<file path="src/rtl/video_timing_detector.sv">
// rtl/video_timing_detector.sv - recovers pixel position and measures/locks incoming video timing
// Purpose: observes an hsync/vsync/de stream in the pixel clock domain, recovers
// sx/sy, measures line and frame geometry and reports lock against the expected mode.
// Ports:
//   clk_pix, rst         pixel clock, synchronous active-high reset
//   hsync, vsync, de     incoming timing (syncs active-low, de high in active area)
//   de_o, sx, sy         de delayed one clock with aligned recovered position
//   h_total, h_active    measured line geometry
//   v_total, v_active    measured frame geometry
//   h_sync_w, v_sync_w   measured sync widths (constant 0 unless SYNC_WIDTH_MEASURE_EN)
//   frame_start          one-cycle pulse per vsync assertion
//   locked, err          lock status and one-cycle mismatch/timeout pulse
// Optional feature macro: SYNC_WIDTH_MEASURE_EN
module video_timing_detector #(
    parameter int H_RES        = 800,
    parameter int V_RES        = 525,
    parameter int X_RES        = 640,
    parameter int Y_RES        = 480,
    parameter int H_SYNC_WIDTH = 96,
    parameter int V_SYNC_WIDTH = 2,
    parameter int LOCK_FRAMES  = 2,
    parameter int CW           = 12
) (
    input  logic          clk_pix,
    input  logic          rst,
    input  logic          hsync,
    input  logic          vsync,
    input  logic          de,
    output logic          de_o,
    output logic [CW-1:0] sx,
    output logic [CW-1:0] sy,
    output logic [CW-1:0] h_total,
    output logic [CW-1:0] h_active,
    output logic [CW-1:0] v_total,
    output logic [CW-1:0] v_active,
    output logic [CW-1:0] h_sync_w,
    output logic [CW-1:0] v_sync_w,
    output logic          frame_start,
    output logic          locked,
    output logic          err
);
    typedef enum logic [1:0] {S_IDLE, S_MEASURE, S_LOCKED} state_t;

    localparam logic [CW-1:0] CMAX   = {CW{1'b1}};
    localparam logic [CW-1:0] H_EXP  = CW'(H_RES);
    localparam logic [CW-1:0] X_EXP  = CW'(X_RES);
    localparam logic [CW-1:0] V_EXP  = CW'(V_RES);
    localparam logic [CW-1:0] Y_EXP  = CW'(Y_RES);
    localparam logic [CW-1:0] L_EXP  = CW'(LOCK_FRAMES);
    localparam logic [CW-1:0] TO_LIM = CW'(2 * H_RES - 1);

    function automatic logic [CW-1:0] inc_sat(input logic [CW-1:0] v);
        return (v == CMAX) ? v : v + 1'b1;
    endfunction

    logic          hs_q, vs_q, de_q, hs_q2, vs_q2, de_q2;
    logic          hs_edge, vs_edge, de_rise, de_fall;
    logic          sy_first, h_valid, frame_bad, line_bad, timeout, mismatch, sync_bad;
    logic [CW-1:0] h_cnt, de_cnt, line_cnt, act_cnt, match_cnt, match_n;
    logic          err_n, locked_n;
    state_t        state, state_n;

    assign hs_edge = hs_q2 & ~hs_q;
    assign vs_edge = vs_q2 & ~vs_q;
    assign de_rise = de_q & ~de_q2;
    assign de_fall = de_q2 & ~de_q;
    assign de_o    = de_q;

    // Position is updated on the same edge that loads de_q, so sx/sy line up with de_o.
    always_ff @(posedge clk_pix) begin
        if (rst) begin
            hs_q <= 1'b0; vs_q <= 1'b0; de_q <= 1'b0;
            hs_q2 <= 1'b0; vs_q2 <= 1'b0; de_q2 <= 1'b0;
            sx <= '0; sy <= '0; sy_first <= 1'b0;
        end else begin
            hs_q <= hsync; vs_q <= vsync; de_q <= de;
            hs_q2 <= hs_q; vs_q2 <= vs_q; de_q2 <= de_q;
            if (de && !de_q) begin
                sx <= '0;
                sy <= sy_first ? '0 : inc_sat(sy);
            end else if (de) begin
                sx <= inc_sat(sx);
            end
            if (vs_edge) sy_first <= 1'b1;
            else if (de && !de_q) sy_first <= 1'b0;
        end
    end

    // A single bad line anywhere in the frame must fail the frame compare, even
    // though h_total/h_active are overwritten by later good lines.
    assign line_bad = (hs_edge && h_valid && inc_sat(h_cnt) != H_EXP) ||
                      (de_fall && de_cnt != X_EXP);
    assign timeout  = !hs_edge && (h_cnt == TO_LIM);

    always_ff @(posedge clk_pix) begin
        if (rst) begin
            h_cnt <= '0; h_valid <= 1'b0; h_total <= '0;
            de_cnt <= '0; h_active <= '0;
            line_cnt <= '0; v_total <= '0; act_cnt <= '0; v_active <= '0;
            frame_bad <= 1'b0;
        end else begin
            if (hs_edge) begin
                if (h_valid) h_total <= inc_sat(h_cnt);
                h_cnt   <= '0;
                h_valid <= 1'b1;
            end else begin
                h_cnt <= inc_sat(h_cnt);
                if (timeout) h_valid <= 1'b0;
            end
            if (de_rise) de_cnt <= {{(CW-1){1'b0}}, 1'b1};
            else if (de_q) de_cnt <= inc_sat(de_cnt);
            if (de_fall) h_active <= de_cnt;
            // Coincident hsync edge / de rise belong to the frame that is starting.
            if (vs_edge) begin
                v_total   <= line_cnt;
                line_cnt  <= {{(CW-1){1'b0}}, hs_edge};
                v_active  <= act_cnt;
                act_cnt   <= {{(CW-1){1'b0}}, de_rise};
                frame_bad <= line_bad;
            end else begin
                if (hs_edge) line_cnt <= inc_sat(line_cnt);
                if (de_rise) act_cnt <= inc_sat(act_cnt);
                if (line_bad) frame_bad <= 1'b1;
            end
        end
    end

`ifdef SYNC_WIDTH_MEASURE_EN
    logic [CW-1:0] hsw_cnt, vsw_cnt;
    logic          hs_rise, vs_rise;
    assign hs_rise = hs_q & ~hs_q2;
    assign vs_rise = vs_q & ~vs_q2;

    always_ff @(posedge clk_pix) begin
        if (rst) begin
            hsw_cnt <= '0; vsw_cnt <= '0; h_sync_w <= '0; v_sync_w <= '0;
        end else begin
            if (hs_edge) hsw_cnt <= {{(CW-1){1'b0}}, 1'b1};
            else if (!hs_q) hsw_cnt <= inc_sat(hsw_cnt);
            if (hs_rise) h_sync_w <= hsw_cnt;
            if (vs_edge) vsw_cnt <= {{(CW-1){1'b0}}, hs_edge};
            else if (!vs_q && hs_edge) vsw_cnt <= inc_sat(vsw_cnt);
            if (vs_rise) v_sync_w <= vsw_cnt;
        end
    end
    assign sync_bad = (h_sync_w != CW'(H_SYNC_WIDTH)) || (v_sync_w != CW'(V_SYNC_WIDTH));
`else
    assign h_sync_w = '0;
    assign v_sync_w = '0;
    assign sync_bad = 1'b0;
    // Sync widths are not measured in this build; the parameters are referenced
    // here only so every build accepts the same parameter set.
    if (H_SYNC_WIDTH < 0 || V_SYNC_WIDTH < 0) begin : g_sync_params_unused
    end
`endif

    assign mismatch = frame_bad || sync_bad ||
                      (h_total != H_EXP) || (h_active != X_EXP) ||
                      (line_cnt != V_EXP) || (act_cnt != Y_EXP);

    always_comb begin
        state_n = state;
        match_n = match_cnt;
        err_n   = 1'b0;
        if (timeout) begin
            state_n = S_IDLE;
            match_n = '0;
            err_n   = 1'b1;
        end else if (vs_edge) begin
            case (state)
                S_IDLE: state_n = S_MEASURE;
                S_MEASURE, S_LOCKED: begin
                    if (mismatch) begin
                        err_n   = 1'b1;
                        match_n = '0;
                        state_n = S_MEASURE;
                    end else begin
                        match_n = inc_sat(match_cnt);
                        if (state == S_MEASURE && match_n >= L_EXP) state_n = S_LOCKED;
                    end
                end
                default: state_n = S_IDLE;
            endcase
        end
        locked_n = (state_n == S_LOCKED);
    end

    always_ff @(posedge clk_pix) begin
        if (rst) begin
            state <= S_IDLE; match_cnt <= '0;
            err <= 1'b0; locked <= 1'b0; frame_start <= 1'b0;
        end else begin
            state       <= state_n;
            match_cnt   <= match_n;
            err         <= err_n;
            locked      <= locked_n;
            frame_start <= vs_edge;
        end
    end
endmodule

</file>
<file path="config.mk">
export PLATFORM = sky130hd
export DESIGN_NAME = video_timing_detector
export DESIGN_NICKNAME = d
export VERILOG_FILES = /design/src/rtl/video_timing_detector.sv
export SDC_FILE = /design/constraint.sdc
export NUM_CORES = 1
export LEC_CHECK = 0
export ABC_AREA = 1
export CAP_MARGIN = 20
export CORE_ASPECT_RATIO = 0.8
export CORE_MARGIN = 3
export CORE_UTILIZATION = 49
export CTS_CLUSTER_SIZE = 12
export DETAILED_ROUTE_END_ITERATION = 10
export PLACE_DENSITY = 0.74
export SYNTH_ARGS = -nofsm -noshare
export SYNTH_HDL_FRONTEND = slang
export SYNTH_SLANG_ARGS = --single-unit
</file>
<file path="constraint.sdc">
create_clock -name clk_pix -period 5.3 [get_ports clk_pix]
set_input_delay 0.795 -clock clk_pix [delete_from_list [all_inputs] [get_ports clk_pix]]
set_output_delay 0.795 -clock clk_pix [all_outputs]
set_load 0.02 [all_outputs]
</file>
==> results.ini <==
[synthesis]
syn_area_per_cell_um2 = 7.231
yosys_warnings = 0
netlist_area_um2 = 6855
synth.area.top_cells = dfxtp_1, nand2_1, inv_1, a21oi_1, o21ai_0
synthMuxAreaShare_pct = 0.1460
synthArstFlopShare_pct = 0
yosys.area_share.simple_pct = 27.65
synth-compound-area-share_pct = 14.02
synth_cell_type_count = 43
synth_common_cells = nand2_1, dfxtp_1, inv_1
synthAdderAreaFrac_pct = 2.373
seq_area_frac_synth_pct = 42.64
ys.flop_type = dfxtp_1
synth_cells = 948
synth_top_family_by_area = simple AND/OR/NAND/NOR gates
synth_top_area_share_pct = 42.64
synth_edf_count = 0
synth_xor_area_share_pct = 2.044
synth.most_common_cell = nand2_1
yosys_register_bits = 146
synth_area_leader_cell = dfxtp_1

[setup_path]
critPathRequiredTime_ns = 5.66
cp-end-kind = flip-flop
worstPathArrival_ns = 3.35
r2r_end = match_cnt[9]
max_stage_delay_ns = 0.80
slowest_stage = clkdlybuf4s50_1
rr_worst_depth = 10
timing.critical_path.mode_cell = nand2_1
critical_path_buf_inv_count = 2
startpoint_type = input pin
rrSetupSlack_ns = 2.69
worst-path-max-fanout = 24
r2r-start = act_cnt[0]
crit_type = input pin to flip-flop
worstPathCellList = clkdlybuf4s50_1, inv_1, nand2_1, a21oi_1, nand2_1, nor2_1
path_delay_family = buffers and inverters

[floorplanning]
core_um2 = 13290
rows = 37
die_area_um2 = 15450
initial_utilization_pct = 51.60
dieHeight_um = 111.8
die_w_um = 138.2
ios = 105

[cts]
clockRootBuffer = clkbuf_16
post_cts_resized = 0
clk_latency_ns = 0.42
cts_tree = yes
post_cts_buffers = 0
clkTransAtPathRegs_ns = 0.06
ctsHtreeMaxLevel = 4
cts_sinks = 146
numCtsBuffers = 17
holdBufCountCts = 0
cts_buffer_depth = 2

[global_route]
antenna_found_initial = 0
grt_pass1_vias = 5731
grt-ovfl-total = 0
grt_max_degree = 38
grt_pass1_wl_mm = 27.43
grt_usage_pct = 21.28

[status]
status = completed

[place]
gp_congestion = 0.8613
hpwlAfterDp_mm = 11.77
preCtsSetupSlack_ns = 1.999
placement.io_buffers = 80

[drt]
drt_first_iter_violations = 491
postRouteAntennaNets = 0
viasPerCell = 5.162
route.detailed.drc = 0
wirelength_mm = 16.45
wl_per_cell_um = 13.48
first_pass_iters = 5
vias = 6298

[sta]
max_freq_mhz = 334.6
tns_ns = 0
finalHoldViolCount = 0
fin_crit_ns = 2.989
fin_ws_ns = 2.311
tightestPinTransition_ns = 0.7667
slew_headroom_pct = 48.73
grt_setup_unrepaired = no
fin_crit_sh_pct = 56.40
slew_viol_final = 0
setup_viol = 0
skew_ns = 0.009562

[pwr]
peakVddDrop_uv = 219.6
seqPwrFrac_pct = 45.3
comb_power_share_pct = 5.4
p_clk_share_pct = 49.2
switching_power_uw = 586.9
power.leakage_uw = 0.003184
intPower_uw = 1909
power.density_nw_per_um2 = 299.7
finalPower_uw = 2495
p_sw_share_pct = 23.52

[finish]
area_growth_syn_to_layout_pct = 21.46
diodes = 0
drive_gt1_share_pct = 6.124
nets = 1050

[hold_path]
min_to = vs_q2
hold_path.class = flip-flop to flip-flop
hp-start = vs_q
holdPathStages = 2

[run]
maxCapViolCount = 0

## per-layer routing
metal	GRT usage, %	share of wire, %	routed length [um]
met4	7.834	1.7	272
met5	0	0	0
met2	32.93	45	7323
met3	3.349	4.8	782
met1	30.10	49	8071
## worst max-delay path by stage
stage | startpoint | end | slack (ns) | cells past startpoint
after floorplan | de | sy[9] | 3.31 | 10
after global placement | rst | locked | 2.08 | 6
after detailed placement | rst | locked | 2.00 | 6
after CTS | rst | locked | 2.32 | 6
after global routing | rst | locked | 2.08 | 6
final | rst | locked | 2.31 | 6
## worst reg2reg max path: stages (launching register included)
cell and delay (ns):
dfxtp_1 0.32, inv_1 0.14, ha_1 0.21, nand2_1 0.06, nor3_1 0.12, nand4_1 0.16
nor4_1 0.36, nand2_1 0.20, nor2_1 0.63, nand2_1 0.11, a21oi_1 0.21
## final cells by class
class | count | area [um^2]
fill | 1243 | 4960
multi-input combinational | 651 | 3259
sequential | 146 | 2923
timing repair buffer | 82 | 815.8
inverter | 134 | 505.5
clock buffer | 19 | 442.9
tap | 175 | 219.0
clock inverter | 13 | 161.4
## power by group through the flow
stage	clock, uW	combinational, uW	sequential, uW
2_1_floorplan	0	97.0	1160
3_3_place_gp	0	133	1160
3_5_place_dp	0	134	1160
4_1_cts	1240	136	1130
5_1_grt	1280	151	1130
6_report	1230	136	1130
## layout by cell type, fill, tap and decap left out, types with 3 or more instances in the layout
cell,count
a21oi_1,87
a31oi_1,3
bufinv_16,3
clkbuf_16,17
clkdlybuf4s50_1,80
clkinv_1,3
clkinv_2,3
clkinv_4,3
clkinvlp_4,4
conb_1,24
dfxtp_1,146
ha_1,13
inv_1,125
inv_2,5
nand2_1,188
nand2_2,3
nand3_1,49
nand3_2,5
nand4_1,24
nor2_1,78
nor2_2,5
nor3_1,29
nor3b_1,3
nor4_1,15
o211ai_1,4
o21ai_0,73
o21ai_1,3
o21bai_1,4
or2_2,6
xnor2_1,8
xor2_1,8
## logic make-up (layout without fill, tap and decap cells)
family / after synthesis / in the layout
DFF: 146 / 146
xor gates and xnor gates: 16 / 16
adders and majority gates: 13 / 13
other: 1 / 24
and+or+nand+nor: 415 / 415
AOI/OAI and AO/OA: 182 / 182
muxes: 1 / 1
buffers and inverters: 174 / 248
## stage by stage
stage | std cells | cell area [um^2] | hold WS, ns | util [%]
CTS | 1220 | 8327 | 0.4448 | 62.67
global placement | 1188 | 7722 | 0.4249 | 58.12
finish | 1220 | 8327 | 0.4452 | 62.67
floorplan | 971 | 6942 | 0.4096 | -
global route | 1220 | 8327 | 0.4650 | 62.67
detailed placement | 1188 | 7722 | 0.4286 | 58.12
(Power assumes the default switching activity.)
